[src/rtl/ms_bcd_display_if.sv]
// Bus between the ms counter side and the BCD display stage.
//   qin    : binary count to convert (0..1023, nominal 0..999)
//   freeze : hold off new conversions
//   bcd    : latched digits {hundreds,tens,ones}
//   valid  : one-cycle pulse when bcd/ovf update
//   ovf    : last converted value exceeded 999
//   seg    : 7-segment pattern {g,f,e,d,c,b,a}, active high
//   an     : one-hot active-low digit enables (an[0]=ones)
interface ms_bcd_display_if;
  logic [9:0]  qin;
  logic        freeze;
  logic [11:0] bcd;
  logic        valid;
  logic        ovf;
  logic [6:0]  seg;
  logic [2:0]  an;

  modport master (output qin, freeze, input bcd, valid, ovf, seg, an);
  modport slave  (input qin, freeze, output bcd, valid, ovf, seg, an);
endinterface

[src/rtl/ms_bcd_display.sv]
// Display stage for the 0..999 ms counter: samples qin, converts it to three BCD
// digits with a sequential double-dabble engine (12-cycle refresh), and scans the
// digits onto a single 7-segment driver.
// Ports: clk, clrn (async active-low reset), bus (ms_bcd_display_if.slave).
// Parameter SCAN_DIV: clk cycles per digit slot (>=1).
// Optional macro LEADING_ZERO_BLANK_EN: blank leading zero digits (seg only).
module ms_bcd_display #(
  parameter int unsigned SCAN_DIV = 50000
) (
  input  logic              clk,
  input  logic              clrn,
  ms_bcd_display_if.slave   bus
);

  localparam int unsigned CW = (SCAN_DIV > 1) ? $clog2(SCAN_DIV) : 1;
  localparam logic [CW-1:0] SCAN_LAST = CW'(SCAN_DIV - 1);

  localparam logic [1:0] S_IDLE  = 2'd0;
  localparam logic [1:0] S_SHIFT = 2'd1;
  localparam logic [1:0] S_LATCH = 2'd2;

  localparam logic [6:0] SEG_DASH  = 7'b1000000;
  localparam logic [6:0] SEG_BLANK = 7'b0000000;

  logic [1:0]  state, state_nxt;
  logic [9:0]  sr;
  logic [15:0] work, work_adj;
  logic [3:0]  bit_cnt;
  logic [11:0] bcd_r;
  logic        valid_r, ovf_r;

  logic [CW-1:0] scan_cnt;
  logic [1:0]    dig_idx, dig_nxt;
  logic [2:0]    an_r, an_nxt;
  logic [6:0]    seg_r, seg_nxt;
  logic [3:0]    nib;
  logic          blank;

  assign bus.bcd   = bcd_r;
  assign bus.valid = valid_r;
  assign bus.ovf   = ovf_r;
  assign bus.seg   = seg_r;
  assign bus.an    = an_r;

  function automatic logic [6:0] seg_of(input logic [3:0] n);
    case (n)
      4'd0:    seg_of = 7'b0111111;
      4'd1:    seg_of = 7'b0000110;
      4'd2:    seg_of = 7'b1011011;
      4'd3:    seg_of = 7'b1001111;
      4'd4:    seg_of = 7'b1100110;
      4'd5:    seg_of = 7'b1101101;
      4'd6:    seg_of = 7'b1111101;
      4'd7:    seg_of = 7'b0000111;
      4'd8:    seg_of = 7'b1111111;
      4'd9:    seg_of = 7'b1101111;
      default: seg_of = SEG_BLANK;
    endcase
  endfunction

  // FSM state register
  always_ff @(posedge clk or negedge clrn) begin
    if (!clrn) state <= S_IDLE;
    else       state <= state_nxt;
  end

  // FSM next state; SHIFT runs exactly 10 cycles (bit_cnt 0..9)
  always_comb begin
    state_nxt = state;
    case (state)
      S_IDLE:  if (!bus.freeze) state_nxt = S_SHIFT;
      S_SHIFT: if (bit_cnt == 4'd9) state_nxt = S_LATCH;
      S_LATCH: state_nxt = S_IDLE;
      default: state_nxt = S_IDLE;
    endcase
  end

  // Add-3 correction on every nibble before the shift
  always_comb begin
    work_adj = work;
    for (int i = 0; i < 4; i++) begin
      if (work[4*i +: 4] >= 4'd5) work_adj[4*i +: 4] = work[4*i +: 4] + 4'd3;
    end
  end

  // Conversion datapath and latched results
  always_ff @(posedge clk or negedge clrn) begin
    if (!clrn) begin
      sr      <= '0;
      work    <= '0;
      bit_cnt <= '0;
      bcd_r   <= '0;
      ovf_r   <= 1'b0;
      valid_r <= 1'b0;
    end else begin
      valid_r <= 1'b0;
      case (state)
        S_IDLE: begin
          if (!bus.freeze) begin
            sr      <= bus.qin;
            work    <= '0;
            bit_cnt <= '0;
          end
        end
        S_SHIFT: begin
          work    <= {work_adj[14:0], sr[9]};
          sr      <= {sr[8:0], 1'b0};
          bit_cnt <= bit_cnt + 4'd1;
        end
        S_LATCH: begin
          valid_r <= 1'b1;
          // A nonzero thousands digit means qin was 1000..1023
          if (work[15:12] != 4'd0) begin
            bcd_r <= 12'h999;
            ovf_r <= 1'b1;
          end else begin
            bcd_r <= work[11:0];
            ovf_r <= 1'b0;
          end
        end
        default: ;
      endcase
    end
  end

  // Pattern for the digit that the next slot will drive
  always_comb begin
    dig_nxt = (dig_idx == 2'd2) ? 2'd0 : dig_idx + 2'd1;
    case (dig_nxt)
      2'd0:    begin nib = bcd_r[3:0];  an_nxt = 3'b110; end
      2'd1:    begin nib = bcd_r[7:4];  an_nxt = 3'b101; end
      default: begin nib = bcd_r[11:8]; an_nxt = 3'b011; end
    endcase
`ifdef LEADING_ZERO_BLANK_EN
    blank = !ovf_r &&
            (((dig_nxt == 2'd2) && (bcd_r[11:8] == 4'd0)) ||
             ((dig_nxt == 2'd1) && (bcd_r[11:4] == 8'd0)));
`else
    blank = 1'b0;
`endif
    if (ovf_r)      seg_nxt = SEG_DASH;
    else if (blank) seg_nxt = SEG_BLANK;
    else            seg_nxt = seg_of(nib);
  end

  // Digit scan: advance digit, an and seg together on terminal count
  always_ff @(posedge clk or negedge clrn) begin
    if (!clrn) begin
      scan_cnt <= '0;
      dig_idx  <= 2'd0;
      an_r     <= 3'b110;
      seg_r    <= 7'b0111111;
    end else if (scan_cnt == SCAN_LAST) begin
      scan_cnt <= '0;
      dig_idx  <= dig_nxt;
      an_r     <= an_nxt;
      seg_r    <= seg_nxt;
    end else begin
      scan_cnt <= scan_cnt + CW'(1);
    end
  end

endmodule

[src/flat_wrapper.sv]
// flat-port wrapper written by rule: the top's interface ports become plain ports
module ms_bcd_display_flat 
#(
  parameter int unsigned SCAN_DIV = 50000
)
  (clk, clrn, bus_qin, bus_freeze, bus_bcd, bus_valid, bus_ovf, bus_seg, bus_an);
  ms_bcd_display_if bus_i ();
  input  logic clk;
  input  logic clrn;
  input wire logic [$bits(bus_i.qin)-1:0] bus_qin;
  input wire logic [$bits(bus_i.freeze)-1:0] bus_freeze;
  output wire logic [$bits(bus_i.bcd)-1:0] bus_bcd;
  output wire logic [$bits(bus_i.valid)-1:0] bus_valid;
  output wire logic [$bits(bus_i.ovf)-1:0] bus_ovf;
  output wire logic [$bits(bus_i.seg)-1:0] bus_seg;
  output wire logic [$bits(bus_i.an)-1:0] bus_an;
  assign bus_i.qin = bus_qin;
  assign bus_i.freeze = bus_freeze;
  assign bus_bcd = bus_i.bcd;
  assign bus_valid = bus_i.valid;
  assign bus_ovf = bus_i.ovf;
  assign bus_seg = bus_i.seg;
  assign bus_an = bus_i.an;
  ms_bcd_display #(.SCAN_DIV(SCAN_DIV)) u_core (.clk(clk), .clrn(clrn), .bus(bus_i));
endmodule
[config.mk]
export PLATFORM = sky130hd
export DESIGN_NAME = ms_bcd_display_flat
export DESIGN_NICKNAME = d
export VERILOG_FILES = /design/src/rtl/ms_bcd_display_if.sv /design/src/rtl/ms_bcd_display.sv /design/src/flat_wrapper.sv
export SDC_FILE = /design/constraint.sdc
export NUM_CORES = 1
export LEC_CHECK = 0
export CORE_ASPECT_RATIO = 1.25
export CORE_MARGIN = 4
export CORE_UTILIZATION = 51
export DETAILED_ROUTE_END_ITERATION = 10
export PLACE_DENSITY_LB_ADDON = 0.2
export SYNTH_ARGS = -nofsm -noshare
export SYNTH_HDL_FRONTEND = slang
export SYNTH_SLANG_ARGS = --single-unit
[constraint.sdc]
create_clock -name clk -period 2.4 [get_ports clk]
set_input_delay 0.6 -clock clk [delete_from_list [all_inputs] [get_ports clk]]
set_output_delay 0.6 -clock clk [all_outputs]
set_load 0.05 [all_outputs]
==> flow_summary.json <==
{
  "timing.critical_path.slowest_cell_delay_ps": 800,
  "cp_data_required_time_ps": 1800,
  "peakVddDrop_uv": 622,
  "critical_path_arrival_ps": 1670,
  "finish.net_count": 462,
  "cell_area_placed_sq_mm": 0.00424,
  "dr.pass1.iters": 4,
  "sw_frac_of_total_pct": 38.4,
  "clock_edge_transition_at_the_registers_on_the_reported_setup_and_hold_paths_ps": 80,
  "route.detailed.vias_per_inst": 5.39,
  "clkPwrFrac_pct": 23.7,
  "critical_path_buf_inv_count": 1,
  "placedCellCount": 511,
  "worstSetupStartpointType": "flip-flop",
  "met2_length_microns": 3820,
  "ctsHtreeMaxLevel": 3,
  "fin_total_pwr_mw": 5.04,
  "routed_wire_length_per_instance_microns": 13.8,
  "mostFrequentLayoutCell": "sky130_fd_sc_hd__nand2_1",
  "class_of_the_most_critical_setup_path": "flip-flop to output pin",
  "skew_ps": 12.5,
  "detail-route-antenna-nets": 0,
  "layout_min_cycle_time_ps": 2270,
  "design.die.area_sq_mm": 0.00879,
  "area_inside_the_core_boundary_sq_mm": 0.00706,
  "core.rowCount": 34,
  "n_antenna_cell": 0,
  "avg_synthesized_cell_area_sq_um": 9.64,
  "drc": 0,
  "worst_slew_margin_rel_pct": 59.5,
  "largest_net_degree_at_the_start_of_global_routing": 53,
  "critPathTopFamily": "buffers and inverters",
  "switchingPower_mw": 1.94,
  "path_max_fanout": 2,
  "clk-insertion-delay-late_ps": 340,
  "timing.fmax_mhz": 440,
  "detailed_place_hpwl_microns": 5390,
  "route.top_layer_used": "met4",
  "port_buffers": 36,
  "slew_viol_final": 0,
  "sequentialPowerShare_pct": 37.3,
  "critical_path.endpoint_type": "output pin",
  "grt_first_pass_wirelength_microns": 12700,
  "timing_worst_slew_pin_value_ps": 601,
  "cts_buffers": 9,
  "ios": 37,
  "cts.path.max_buffers": 2,
  "ff2ff_setup_slack_ps": 350,
  "power-per-cell-area_mw_per_mm2": 1120,
  "postSynthCellCount": 389,
  "via_count_of_the_first_global_routing_pass": 2880,
  "hold_buffer_count_at_cts": 0,
  "post_cts_buffers": 0,
  "utilization_pct": 63.6,
  "grt-ovfl-total": 0,
  "dieWidth_microns": 84.7,
  "detail_route.iter0.violations": 145,
  "static-leakage-power_nw": 2.00,
  "run_status": "completed",
  "seq_area_frac_synth_pct": 49.7,
  "cts_resized": 0,
  "comb_power_share_pct": 39.0,
  "drt-met1-wl_microns": 3190,
  "via_count_of_the_routed_design": 2840,
  "cts_tree": "done",
  "synth.ff_latch_count": 74,
  "synth.lib_cells_used.distinct": 44,
  "internal_cell_power_mw": 3.10,
  "clk_root_buffer_cell": "sky130_fd_sc_hd__clkbuf_8",
  "route.final.wire_length_microns": 7280,
  "die_height_microns": 104,
  "final-setup-viol-count": 0,
  "fin_tns_setup_ps": 0,
  "yosys_warnings": 0,
  "grt_setup_unrepaired": "false",
  "initial_standard_cell_utilization_of_the_core_pct": 53.1,
  "crit_path_cell_trace": "clkdlybuf4s50_1",
  "syn-num-nets": 419,
  "mostFrequentLayoutCells": "sky130_fd_sc_hd__nand2_1 (68), sky130_fd_sc_hd__dfrtp_1 (66), sky130_fd_sc_hd__o21ai_0 (36), sky130_fd_sc_hd__clkdlybuf4s50_1 (35), sky130_fd_sc_hd__a21oi_1 (24)",
  "postLayoutCellArea_sq_mm": 0.00449,
  "detailroute.wirelength.met3_microns": 206,
  "layout_cell_share_with_drive_strength_beyond_1_pct": 11.2,
  "mappedNetlistArea_sq_mm": 0.00375,
  "flow.area_growth_from_synthesis_pct": 19.7,
  "place.gp.congestion": 0.819,
  "cts_sinks": 74,
  "critical_path.slowest_cell": "sky130_fd_sc_hd__clkdlybuf4s50_1",
  "hold_class": "input pin to async pin",
  "grt_antenna_before_repair": 0,
  "layout_worst_path_cycle_share_pct": 94.6,
  "fin_cells": 527,
  "grt_use_total_pct": 17.5,
  "timing.final.hold_violations": 0,
  "drv.max_cap_violation_count": 0
}
-- cells by family after synthesis --
group / after synthesis / synth area share (%)
adder cells (fa/ha/maj): 17 / 5.67
AND/OR/NAND/NOR: 152 / 19.5
multiplexers: 12 / 3.97
buffers and inverters: 31 / 3.64
AO/OA/AOI/OAI: 82 / 12.7
flip-flops: 74 / 49.7
XOR/XNOR: 21 / 4.91
-- worst paths after layout --
path | startpoint | endpoint | cells after the start
worst max register to register | u_core.scan_cnt[0] | u_core.bus.seg[2] | 6
max in group asynchronous | clrn | u_core.bus.an[2] | 2
worst max-delay path | u_core.bus.seg[5] | bus_seg[5] | 1
min in group clk | u_core.bus.seg[1] | u_core.bus.seg[1] | 2
worst min register to register | u_core.bus.seg[1] | u_core.bus.seg[1] | 2
worst min-delay path | clrn | u_core.bus.valid | 1
-- synth_stat cells (all sizes together) --
master / instances / share of area (%)
nor4b: 2 / 0.80
dfstp: 8 / 5.6
and3: 3 / 0.50
nand4: 2 / 0.50
and4: 1 / 0.23
xnor2: 10 / 2.3
buf: 4 / 0.93
nor2: 23 / 2.3
nor4bb: 2 / 0.53
a21boi: 1 / 0.30
nand3: 22 / 2.9
nand2: 68 / 6.8
a21oi: 24 / 3.2
or2: 1 / 0.17
inv: 16 / 1.6
dfrtp: 66 / 44
a22o: 5 / 1.2
mux2i: 8 / 2.6
nor3b: 9 / 1.8
ha: 17 / 5.7
o21ai: 40 / 5.4
clkbuf: 11 / 1.1
o31ai: 3 / 0.60
mux2: 4 / 1.4
nor4: 1 / 0.17
and2: 3 / 0.50
a21o: 2 / 0.43
o211ai: 4 / 0.93
o21a: 2 / 0.40
nor3: 9 / 1.2
a22oi: 1 / 0.20
nand2b: 6 / 1.0
xor2: 11 / 2.6
-- flip-flops by register name, indices dropped and copies added, names as in the netlist --
| name | flops |
|---|---|
| u_core.bit_cnt | 4 |
| u_core.bus.an | 3 |
| u_core.bus.bcd | 12 |
| u_core.bus.ovf | 1 |
| u_core.bus.seg | 7 |
| u_core.bus.valid | 1 |
| u_core.dig_idx | 2 |
| u_core.scan_cnt | 16 |
| u_core.sr | 10 |
| u_core.state | 2 |
| u_core.work | 16 |
-- power groups by stage --
stage          logic (mW)  registers (mW)  clock network, mW
2_1_floorplan        1.08            2.18                  0
3_3_place_gp         1.93            1.88                  0
3_5_place_dp         1.99            1.90                  0
4_1_cts              1.99            1.88               1.22
5_1_grt              2.19            1.93               1.27
6_report             1.96            1.88               1.20
-- stage by stage --
stage          setup slack (ps)  hold WS [ps]
6_report                    130          58.6
5_1_grt                    81.3          41.8
4_1_cts                    99.4          36.7
3_5_place_dp                366           406
3_3_place_gp                477           406
2_1_floorplan               330           304
-- layout make-up --
class                           count  area (sq um)
Clock buffer                       12           155
Clock inverter                      4          97.6
Fill cell                         604          2570
Inverter                           16          60.1
Multi-Input combinational cell    284          1750
Sequential cell                    74          1860
Tap cell                           90           113
Timing Repair Buffer               47           450
-- layer usage --
metal  up-vias  track usage [%]
li1       1407                -
met4         0             6.79
met5         -                0
met2        36             32.2
met1      1390             20.2
met3         7             2.22
(Power assumes the default switching activity.)
